**src/rtl/fp_cmul_pkg.sv**
```systemverilog
// fp_cmul_pkg: shared constants and operand types for the pipelined
// small-float complex multiplier (fp_cmul_pipe and fp_mul_exact).
package fp_cmul_pkg;

   localparam int FP_EXP_W = 4;
   localparam int FP_MAN_W = 3;
   localparam int FP_BIAS  = (1 << (FP_EXP_W - 1)) - 1;
   localparam int FP_W     = 1 + FP_EXP_W + FP_MAN_W;

   // Operand split into fields, with the hidden bit restored in the significand
   typedef struct packed {
      logic                sign;
      logic [FP_EXP_W-1:0] exponent;
      logic [FP_MAN_W:0]   significand;
      logic                is_zero;
   } fp_operand_t;

   // Unpack a default-format word; exponent field 0 is flushed to zero
   function automatic fp_operand_t fp_unpack(input logic [FP_W-1:0] word);
      fp_operand_t op;
      op.sign        = word[FP_W-1];
      op.exponent    = word[FP_W-2 -: FP_EXP_W];
      op.is_zero     = (op.exponent == '0);
      op.significand = op.is_zero ? '0 : {1'b1, word[FP_MAN_W-1:0]};
      return op;
   endfunction

endpackage

```
**src/rtl/fp_mul_exact.sv**
```systemverilog
// fp_mul_exact: exact (unrounded) product of two small floats.
// Returns the full 2*(MAN_W+1)-bit significand product, the biased
// exponent sum and the product sign; flushed operands give an exact zero.
module fp_mul_exact
   import fp_cmul_pkg::*;
#(
   parameter int EXP_W = FP_EXP_W,
   parameter int MAN_W = FP_MAN_W,
   parameter int BIAS  = (1 << (EXP_W - 1)) - 1,
   localparam int W    = 1 + EXP_W + MAN_W,
   localparam int XW   = EXP_W + 3,
   localparam int PW   = 2 * (MAN_W + 1)
) (
   input  logic [W-1:0]           a,
   input  logic [W-1:0]           b,
   output logic                   sign,
   output logic signed [XW-1:0]   expo,
   output logic [PW-1:0]          sig,
   output logic                   zero
);

   logic [EXP_W-1:0] ea;
   logic [EXP_W-1:0] eb;
   logic [PW-1:0]    ma;
   logic [PW-1:0]    mb;

   assign ea   = a[W-2 -: EXP_W];
   assign eb   = b[W-2 -: EXP_W];
   assign ma   = {{(MAN_W + 1){1'b0}}, 1'b1, a[MAN_W-1:0]};
   assign mb   = {{(MAN_W + 1){1'b0}}, 1'b1, b[MAN_W-1:0]};
   assign zero = (ea == '0) || (eb == '0);
   assign sign = a[W-1] ^ b[W-1];
   assign sig  = zero ? '0 : ma * mb;
   assign expo = zero ? '0 : $signed(XW'(ea) + XW'(eb) - XW'(BIAS));

endmodule

```
**src/rtl/fp_cmul_pipe.sv**
```systemverilog
// fp_cmul_pipe: three-stage valid/ready pipelined complex multiplier.
// S1 exact partial products, S2 align + add/sub, S3 normalise/round/pack.
// Define FP_CMUL_RNE_EN for round-to-nearest-even; otherwise truncation.
module fp_cmul_pipe
   import fp_cmul_pkg::*;
#(
   parameter int EXP_W = FP_EXP_W,
   parameter int MAN_W = FP_MAN_W,
   parameter int BIAS  = (1 << (EXP_W - 1)) - 1,
   localparam int W    = 1 + EXP_W + MAN_W
) (
   input  logic         clk,
   input  logic         rst_n,
   input  logic [W-1:0] in_a,
   input  logic [W-1:0] in_b,
   input  logic [W-1:0] in_c,
   input  logic [W-1:0] in_d,
   input  logic         in_conj,
   input  logic         in_valid,
   output logic         in_ready,
   output logic [W-1:0] out_real,
   output logic [W-1:0] out_imag,
   output logic         out_valid,
   input  logic         out_ready
);

   localparam int XW   = EXP_W + 3;
   localparam int PW   = 2 * (MAN_W + 1);
   localparam int AW   = PW + 3;
   localparam int EMAX = (1 << EXP_W) - 1;

   typedef struct packed {
      logic          sign;
      logic [XW-1:0] expo;
      logic [PW-1:0] sig;
      logic          zero;
   } prod_t;

   typedef struct packed {
      logic          sign;
      logic [XW-1:0] expo;
      logic [AW:0]   mag;
   } sum_t;

   logic [W-1:0]          mul_x [4];
   logic [W-1:0]          mul_y [4];
   logic                  p_sign [4];
   logic signed [XW-1:0]  p_expo [4];
   logic [PW-1:0]         p_sig [4];
   logic                  p_zero [4];
   prod_t                 prod [4];
   prod_t                 re_y;
   prod_t                 im_y;

   prod_t s1_re_x, s1_re_y, s1_im_x, s1_im_y;
   sum_t  s2_re, s2_im;
   logic  v1, v2;
   logic  ready1, ready2, ready3;

   // Product order: 0 = a*c, 1 = b*d, 2 = a*d, 3 = b*c
   assign mul_x[0] = in_a;
   assign mul_y[0] = in_c;
   assign mul_x[1] = in_b;
   assign mul_y[1] = in_d;
   assign mul_x[2] = in_a;
   assign mul_y[2] = in_d;
   assign mul_x[3] = in_b;
   assign mul_y[3] = in_c;

   for (genvar g = 0; g < 4; g++) begin : g_mul
      fp_mul_exact #(.EXP_W(EXP_W), .MAN_W(MAN_W), .BIAS(BIAS)) u_mul (
         .a    (mul_x[g]),
         .b    (mul_y[g]),
         .sign (p_sign[g]),
         .expo (p_expo[g]),
         .sig  (p_sig[g]),
         .zero (p_zero[g])
      );
      assign prod[g] = {p_sign[g], p_expo[g], p_sig[g], p_zero[g]};
   end

   // Handshake: a stage may load when it is empty or its content moves on
   assign ready3   = !out_valid || out_ready;
   assign ready2   = !v2 || ready3;
   assign ready1   = !v1 || ready2;
   assign in_ready = ready1;

   // Add/subtract two signed-magnitude products after aligning the smaller one
   function automatic sum_t add_lane(input prod_t x, input prod_t y);
      prod_t         big;
      prod_t         sml;
      logic          swap;
      logic [XW-1:0] diff;
      logic [AW-1:0] ba;
      logic [AW-1:0] sa;
      logic [AW-1:0] sh;
      sum_t          r;
      swap = x.zero || (!y.zero && (($signed(y.expo) > $signed(x.expo)) ||
                                    ((y.expo == x.expo) && (y.sig > x.sig))));
      big  = swap ? y : x;
      sml  = swap ? x : y;
      diff = big.expo - sml.expo;
      ba   = {big.sig, 3'b000};
      sa   = sml.zero ? '0 : {sml.sig, 3'b000};
      sh   = sa >> diff;
`ifdef FP_CMUL_RNE_EN
      sh[0] = sh[0] | (|(sa & ~({AW{1'b1}} << diff)));
`endif
      r.sign = big.sign;
      r.expo = big.expo;
      if (big.zero)
         r.mag = '0;
      else if (big.sign ^ sml.sign)
         r.mag = {1'b0, ba} - {1'b0, sh};
      else
         r.mag = {1'b0, ba} + {1'b0, sh};
      return r;
   endfunction

   // Normalise on the leading one, round or truncate, then flush/saturate
   function automatic logic [W-1:0] pack_lane(input sum_t s);
      int               lz;
      int               en;
      logic [AW:0]      norm;
      logic [MAN_W-1:0] man;
      logic [W-1:0]     r;
`ifdef FP_CMUL_RNE_EN
      logic             rnd;
      logic             stk;
      logic [MAN_W:0]   inc;
`endif
      lz = AW + 1;
      for (int i = 0; i <= AW; i++)
         if (s.mag[i]) lz = AW - i;
      norm = s.mag << lz;
      en   = int'($signed(s.expo)) + 2 - lz;
      man  = norm[AW-1 -: MAN_W];
`ifdef FP_CMUL_RNE_EN
      rnd = norm[AW-MAN_W-1];
      stk = |norm[AW-MAN_W-2:0];
      inc = {1'b0, man} + {{MAN_W{1'b0}}, (rnd & (stk | man[0]))};
      man = inc[MAN_W-1:0];
      if (inc[MAN_W]) en = en + 1;
`endif
      if ((s.mag == '0) || (en < 1))
         r = '0;
      else if (en > EMAX)
         r = {s.sign, {(W - 1){1'b1}}};
      else
         r = {s.sign, en[EXP_W-1:0], man};
      return r;
   endfunction

   // Fold the conjugate selection into the sign of the second term of each lane
   always_comb begin
      re_y      = prod[1];
      re_y.sign = prod[1].sign ^ ~in_conj;
      im_y      = prod[2];
      im_y.sign = prod[2].sign ^ in_conj;
   end

   // Stage 1: register the four exact products
   always_ff @(posedge clk) begin
      if (!rst_n) begin
         v1 <= 1'b0;
      end else if (ready1) begin
         v1      <= in_valid;
         s1_re_x <= prod[0];
         s1_re_y <= re_y;
         s1_im_x <= prod[3];
         s1_im_y <= im_y;
      end
   end

   // Stage 2: aligned add/sub for the real and imaginary lanes
   always_ff @(posedge clk) begin
      if (!rst_n) begin
         v2 <= 1'b0;
      end else if (ready2) begin
         v2    <= v1;
         s2_re <= add_lane(s1_re_x, s1_re_y);
         s2_im <= add_lane(s1_im_x, s1_im_y);
      end
   end

   // Stage 3: normalise and pack into the output register
   always_ff @(posedge clk) begin
      if (!rst_n) begin
         out_valid <= 1'b0;
         out_real  <= '0;
         out_imag  <= '0;
      end else if (ready3) begin
         out_valid <= v2;
         if (v2) begin
            out_real <= pack_lane(s2_re);
            out_imag <= pack_lane(s2_im);
         end
      end
   end

endmodule

```
**config.mk**
```make
export PLATFORM = sky130hd
export DESIGN_NAME = fp_cmul_pipe
export DESIGN_NICKNAME = d
export VERILOG_FILES = /design/src/rtl/fp_cmul_pkg.sv /design/src/rtl/fp_mul_exact.sv /design/src/rtl/fp_cmul_pipe.sv
export SDC_FILE = /design/constraint.sdc
export NUM_CORES = 1
export LEC_CHECK = 0
export CORE_ASPECT_RATIO = 0.5
export CORE_MARGIN = 2
export CORE_UTILIZATION = 30
export DETAILED_ROUTE_END_ITERATION = 12
export HOLD_SLACK_MARGIN = 0.12
export PLACE_DENSITY_LB_ADDON = 0.12
export SYNTH_ARGS = -nofsm -noshare
export SYNTH_HDL_FRONTEND = slang
export SYNTH_SLANG_ARGS = --single-unit
export TNS_END_PERCENT = 1
```
**constraint.sdc**
```tcl
create_clock -name clk -period 8 [get_ports clk]
set_input_delay 1.6 -clock clk [delete_from_list [all_inputs] [get_ports clk]]
set_output_delay 1.6 -clock clk [all_outputs]
set_load 0.1 [all_outputs]
```
==> summary.md, run 1 <==
| Metric | Value |
|---|---|
| Status | finished clean |
| Worst Path Required | 8.18 ns |
| Pleak | 6.267 nW |
| Worst setup EP type | flip-flop |
| Nets | 1701 |
| CP Depth | 23 |
| Worst Skew | 0.01017 ns |
| Sequential cell area | 3623 um^2 |
| All-Layer GR Usage | 15.76% |
| H-tree depth | 4 |
| Yosys cell types | 88 |
| Relative slew slack | 32.29% |
| CP peak stage delay | 0.64 ns |
| Fin util | 34.66% |
| Slew Limit Fails | 0 |
| Initial DRC Count | 702 |
| First-pass GRT wire length | 56520 um |
| Async SR Flop Fraction | 0% |
| Predominant post-synthesis flop cell | edfxtp_1 |
| Cells after Synth | 1447 |
| Critical Path AT | 6.88 ns |
| Pre-CTS setup slack | 1.400 ns |
| TritonCTS clock tree | built |
| Crit path cell chain | ha_1 -> and4_4 -> nand3_1 -> or4_1 -> o21a_1 -> a21oi_4 -> mux2_2 -> ha_1 -> nor2_1 -> o21ai_0 -> mux2i_1 -> xor2_1 -> o2111ai_1 -> nor2b_1 -> nand2_1 -> or2_2 -> ha_1 -> a21o_1 -> a2111oi_0 -> a221oi_1 -> a31oi_1 -> xor2_1 -> nor2_1 |
| WL/cell | 16.48 um |
| Drt pass-1 iters | 5 |
| Worst hold path class | reg -> reg |
| DR vias | 10600 |
| Vias in the first global route | 10480 |
| Std cell rows | 53 |
| Syn. warnings | 0 |
| Filler cells | 4377 |
| Die H | 151.1 um |
| Fin crit share | 83.77% |
| Fin. Hold Viols | 0 |
| Max Cap Violations | 0 |
| Post-CTS Repair Setup Buffers | 0 |
| Worst hold stages | 2 |
| Total wire length | 34210 um |
| Final setup viols | 0 |
| Multi-input combinational cell area | 8610 um^2 |
| Max Clk Rate | 149.2 MHz |
| Yosys reg bits | 127 |
| Worst skew pair latency | 0.44 ns |
| DRT antenna net count | 0 |
| VDD IR max | 0.1757 mV |
| Final Wtd Congestion | 0.8545 |
| Seq/Total Area, Yosys | 27.92% |
| Buffers on Ports | 54 |
| Starting Density | 30.68% |
| TritonCTS buffer count | 17 |
| Horiz. Die Dim | 298.2 um |
| Cell Area, Placed | 14090 um^2 |
| Clock Tree Buf Depth | 2 |
| WP buf/inv | 0 |
| Hold_buf cts | 0 |
| TritonCTS Sinks | 127 |
| Delay-heaviest family, CP | compound AO/OA/AOI/OAI gates |
| CP max FO | 23 |
| Final min period | 6.702 ns |
| Final setup slack of the worst path | 1.298 ns |
| I/O Pins | 55 |
| WS Path Type | reg -> reg |
| Initial antenna violation count | 0 |
| Die area | 45050 um^2 |
| Via density | 5.104 |
| Startpoint type of the worst setup path | flip-flop |
| Share of layout cells above drive strength 1 | 8.083% |
| Core box area | 42310 um^2 |
| Synthesized area | 12980 um^2 |
| R2R depth | 23 |
| Mean Syn Cell Area | 8.970 um^2 |
| # DRC | 0 |
| Root Driver | clkbuf_16 |
| CTS clock-pin slew for the worst setup and hold paths | 0.06 ns |
| Worst-Margin Slew | 1.008 ns |
| Pwr dens | 255.1 nW/um^2 |
| RSZ-0062 raised after global routing | no |
| P&R area growth vs syn | 12.97% |
| Top cell by count, worst path | ha_1 |
| CP max-delay cell | a21oi_4 |
| Number of synthesized flops with an enable pin | 108 |
| DP Wirelength | 27610 um |
| Largest net degree at the start of global routing | 69 |
| Syn nets | 1664 |
| TNS Setup | 0 ns |
| Total power | 3.740 mW |
| Post-route cell area | 14660 um^2 |
| R2r setup slk | 1.30 ns |
| Grt ovf | 0 |
| Post-CTS resize count | 0 |
[power by group]
| part | total (mW) | leakage, nW | switching [mW] | internal (mW) |
|---|---|---|---|---|
| Clock | 0.767 | 0.274 | 0.312 | 0.455 |
| Sequential | 0.991 | 1.21 | 0.117 | 0.873 |
| Combinational | 1.98 | 4.78 | 1.18 | 0.800 |
| Total | 3.74 | 6.27 | 1.61 | 2.13 |
[area by class of cell]
type	instances	area share, %
repair buffers	63	4.147
well taps	577	4.924
clock inverters	15	0.9813
inverters	140	3.584
multi-input cells	1135	58.72
flip-flops and latches	127	24.71
diodes	2	0.03413
clock buffers	17	2.901
[layout by cell type (no fill, tap or decap), types with 32 or more instances in the layout]
cell type	Yosys	routed
nand2_1	93	93
nor2_1	138	138
o21ai_0	73	73
clkdlybuf4s50_1	0	54
mux2i_1	39	39
and2_1	38	37
xnor2_1	37	37
nor3_1	32	32
ha_1	150	150
nor2b_1	38	38
a21oi_1	95	95
inv_1	135	135
edfxtp_1	108	108
[per-layer routing]
metal	global-route usage [%]	vias up	part of all wire, %
met3	2.840	29	3.7
met2	25.56	199	45
met1	21.96	5082	50
li1	-	5286	-
met4	3.392	0	1.1
met5	0	-	0
[metrics by stage]
step	std cells	hold slack (ns)
2_1_floorplan	1447	0.4592
3_3_place_gp	2042	0.4629
3_5_place_dp	2042	0.4725
4_1_cts	2074	0.4819
5_1_grt	2074	0.5043
6_report	2076	0.4742
[Yosys cell counts, drive strengths merged (29+ instances only)]
master | count | share of area, %
a21oi | 99 | 4.0
and2 | 39 | 1.9
xor2 | 29 | 2.0
fa | 30 | 4.6
edfxtp | 108 | 25
mux2i | 40 | 3.1
nand2 | 93 | 2.7
nor2 | 140 | 4.1
inv | 136 | 3.9
xnor2 | 37 | 2.5
o21ai | 77 | 3.0
and3 | 31 | 1.5
nor3 | 32 | 1.2
nor2b | 38 | 1.8
a21o | 32 | 1.9
ha | 150 | 14
[cell families (layout without fill, tap and decap cells)]
group	count (synthesis)	in the layout	synth area share [%]
adder cells (fa/ha/maj)	180	180	19.09
multiplexers	75	75	6.815
XOR/XNOR	66	66	4.453
flip-flops	127	127	27.92
other	0	2	0
AND/OR/NAND/NOR	478	478	18.37
AO/OA/AOI/OAI	336	336	17.51
buffers and inverters	185	235	5.851
[tightest hold or removal path, cell delays in order (launching register included)]
cell      delay (ns)
dfxtp_1         0.31
nand2_1         0.05
a21boi_0        0.07
[flip-flops by register name, summed over array words and instances (netlist names)]
name,flops
s1_im_x,17
out_valid,1
s2_im,20
s1_im_y,17
v1,1
out_imag,8
s2_re,20
s1_re_x,17
v2,1
out_real,8
s1_re_y,17
[worst paths after layout]
path / endpoint / from
worst max register to register: s2_re[10] / s1_re_y[14]
worst max-delay path: s2_re[10] / s1_re_y[14]
worst min-delay path: out_imag[6] / out_imag[6]
worst min register to register: out_imag[6] / out_imag[6]
(Power assumes the default switching activity.)
==> run 2, diff against run 1 <==
==> constraint.sdc (replaced) <==
create_clock -name clk -period 5.81 [get_ports clk]
set_input_delay 1.162 -clock clk [delete_from_list [all_inputs] [get_ports clk]]
set_output_delay 1.162 -clock clk [all_outputs]
set_load 0.1 [all_outputs]
==> run 2 against run 1 <==
  * Sequential power grew 36%
  * Combinational power increased by 55%
  * Clock power rose by 30%
  * Hold slack worse by 0.0028 ns
  * Non-clock buffer count up 75
  * Worst setup slack got worse by 1.1 ns
  * Final area increased by 5.5%
  * Clock-buffer cell count up 1
  * Wire length up 1.4%
  * Core utilization up 1.9 points
  * Clock skew is 0.0077 ns higher
  * Power rose by 45%
  * Critical path type unchanged
==> summary.md, run 2 (synthesis gave the netlist of run 1 again) <==
| Metric | Value |
|---|---|
| Cell Area, Placed | 14520 um^2 (+3.1%) |
| Clock Tree Buf Depth | 2 (unchanged) |
| CP max FO | 5 (-78%) |
| DR vias | 10860 (+2.5%) |
| Post-route cell area | 15470 um^2 (+5.5%) |
| Top cell by count, worst path | nor2_1 |
| Post-placement cell count | 2097 (+2.7%) |
| CTS clock-pin slew for the worst setup and hold paths | 0.07 ns (about the same) |
| I/O Pins | 55 (unchanged) |
| Vias in the first global route | 10870 (+3.7%) |
| Worst setup EP type | flip-flop |
| P&R area growth vs syn | 19.19% |
| Most common cell after layout, fill and taps aside | ha_1 |
| Fin crit share | 96.96% (+13 points) |
| Horiz. Die Dim | 298.2 um (unchanged) |
| Slew Limit Fails | 0 (unchanged) |
| VDD IR max | 0.2239 mV (+27%) |
| Core box area | 42310 um^2 (unchanged) |
| DRT antenna net count | 0 (unchanged) |
| Status | finished clean |
| Largest regs | s2_im (20), s2_re (20) |
| GR peak layer | met2 |
| CP max-delay cell | edfxtp_1 |
| Via density | 5.054 (-0.97%) |
| Critical Path AT | 5.81 ns (-1.07 ns) |
| Fin. Hold Viols | 0 (unchanged) |
| All-Layer GR Usage | 15.56% (-0.20 points) |
| Share of layout cells above drive strength 1 | 15.52% (+7.4 points) |
| Worst Path Required | 5.98 ns (-2.20 ns) |
| Startpoint type of the worst setup path | flip-flop |
| TritonCTS buffer count | 17 (unchanged) |
| Worst-Margin Slew | 1.010 ns (+0.001703 ns) |
| Antenna diode count | 0 (-2) |
| Met2 GRT Util | 26.00% (+0.44 points) |
| Relative slew slack | 31.98% (-0.31 points) |
| Final setup viols | 0 (unchanged) |
| Largest net degree at the start of global routing | 66 (-4.3%) |
| DP Wirelength | 27820 um (+0.77%) |
| Final Wtd Congestion | 0.8826 (+3.3%) |
| Max Clk Rate | 177.5 MHz (+19%) |
| Worst skew pair latency | 0.43 ns (about the same) |
| Worst Skew | 0.01783 ns (+0.007665 ns) |
| Final min period | 5.633 ns (-1.068 ns) |
| Grt ovf | 0 (unchanged) |
| GR Util met3 | 2.697% (-0.14 points) |
| Std cell rows | 53 (unchanged) |
| Max Cap Violations | 0 (unchanged) |
| Nets | 1776 (+4.4%) |
| TritonCTS Sinks | 127 (unchanged) |
| Die H | 151.1 um (unchanged) |
| Root Driver | clkbuf_16 |
| Delay-heaviest family, CP | compound AO/OA/AOI/OAI gates |
| # DRC | 0 (unchanged) |
| First-pass GRT wire length | 56230 um (-0.51%) |
| WS Path Type | reg -> reg |
| Buffers on Ports | 54 (unchanged) |
| RSZ-0062 raised after global routing | yes |
| CP peak stage delay | 0.44 ns (-0.20 ns) |
| Starting Density | 30.68% (unchanged) |
| Die area | 45050 um^2 (unchanged) |
| Hold_buf cts | 0 (unchanged) |
| Commonest cells after routing, fill and taps aside | ha_1 (141), nor2_1 (135), inv_1 (130) |
| Fin util | 36.57% (+1.9 points) |
| WP buf/inv | 3 (+3) |
| Drt pass-1 iters | 6 (+1) |
| WL/cell | 16.14 um (-2.0%) |
| Initial DRC Count | 574 (-18%) |
| Worst hold path class | reg -> reg |
| H-tree depth | 4 (unchanged) |
| TritonCTS clock tree | built |
| Met1 Use GR | 21.02% (-0.94 points) |
| Initial antenna violation count | 0 (unchanged) |
| Pwr dens | 350.4 nW/um^2 (+37%) |
| Layout Cells excl Fill | 2149 (+3.5%) |
| Pleak | 6.649 nW (+6.1%) |
| Total wire length | 34700 um (+1.4%) |
| Filler cells | 4394 (+0.39%) |
run 2: cell types whose count changed in the layout (fill, tap and decap cells not counted), sizes merged:
cell      before  now
buf            9   84
clkinv        13    6
inv          138  144
bufinv         2    0
clkinvlp       2    4
diode          2    0
clkbuf        17   18
run 2: worst min-delay path: stages, from the launching register on:
cell,delay [ns]
dfxtp_1,0.31
nand2_1,0.05
a21boi_0,0.06
run 2: per-stage QoR:
step                      worst slack [ns]  hold WS (ns)  total power [mW]  TNS [ns]
after floorplan                   -0.08321        0.4592             3.441   -0.1658
after global placement             0.05243        0.4603             4.247         0
after detailed placement          -0.06648        0.4631             4.266   -0.1378
after CTS                         0.002085        0.4756             5.304         0
after global routing               -0.1436        0.5007             5.868   -0.4607
final                               0.1768        0.4714             5.421         0
run 2: final cells by class:
class | instances | area (um^2) | area share, %
inverter | 140 | 528.0 | 3.413
sequential | 127 | 3623 | 23.42
clock buffer | 18 | 429.2 | 2.774
timing repair buffer | 138 | 1175 | 7.594
clock inverter | 14 | 122.6 | 0.7926
tap | 577 | 721.9 | 4.666
multi-input combinational | 1135 | 8871 | 57.34
run 2: what timing repair did:
action | CTS | global route
resized for setup | 3 | 53
setup endpoints to repair | 4 | 11
setup buffers | 0 | 20
pin swaps | 0 | 35
run 2: worst paths after layout:
check                                 start           to  slack, ns  cells past startpoint
worst max-delay path            s1_im_y[12]    s2_im[10]       0.18                     32
worst min-delay path            out_imag[1]  out_imag[1]       0.47                      2
worst max register to register  s1_im_y[12]    s2_im[10]       0.18                     32
worst min register to register  out_imag[1]  out_imag[1]       0.47                      2
run 2: report_power, final:
part           switching, mW  internal [mW]
clock                  0.442          0.559
sequential             0.146           1.20
combinational           1.73           1.34
run 2: routing by layer:
layer | wire length (um) | vias to the layer above
met4 | 457 | 0
li1 | - | 5428
met5 | 0 | -
met1 | 17170 | 5234
met3 | 959 | 33
met2 | 16110 | 167
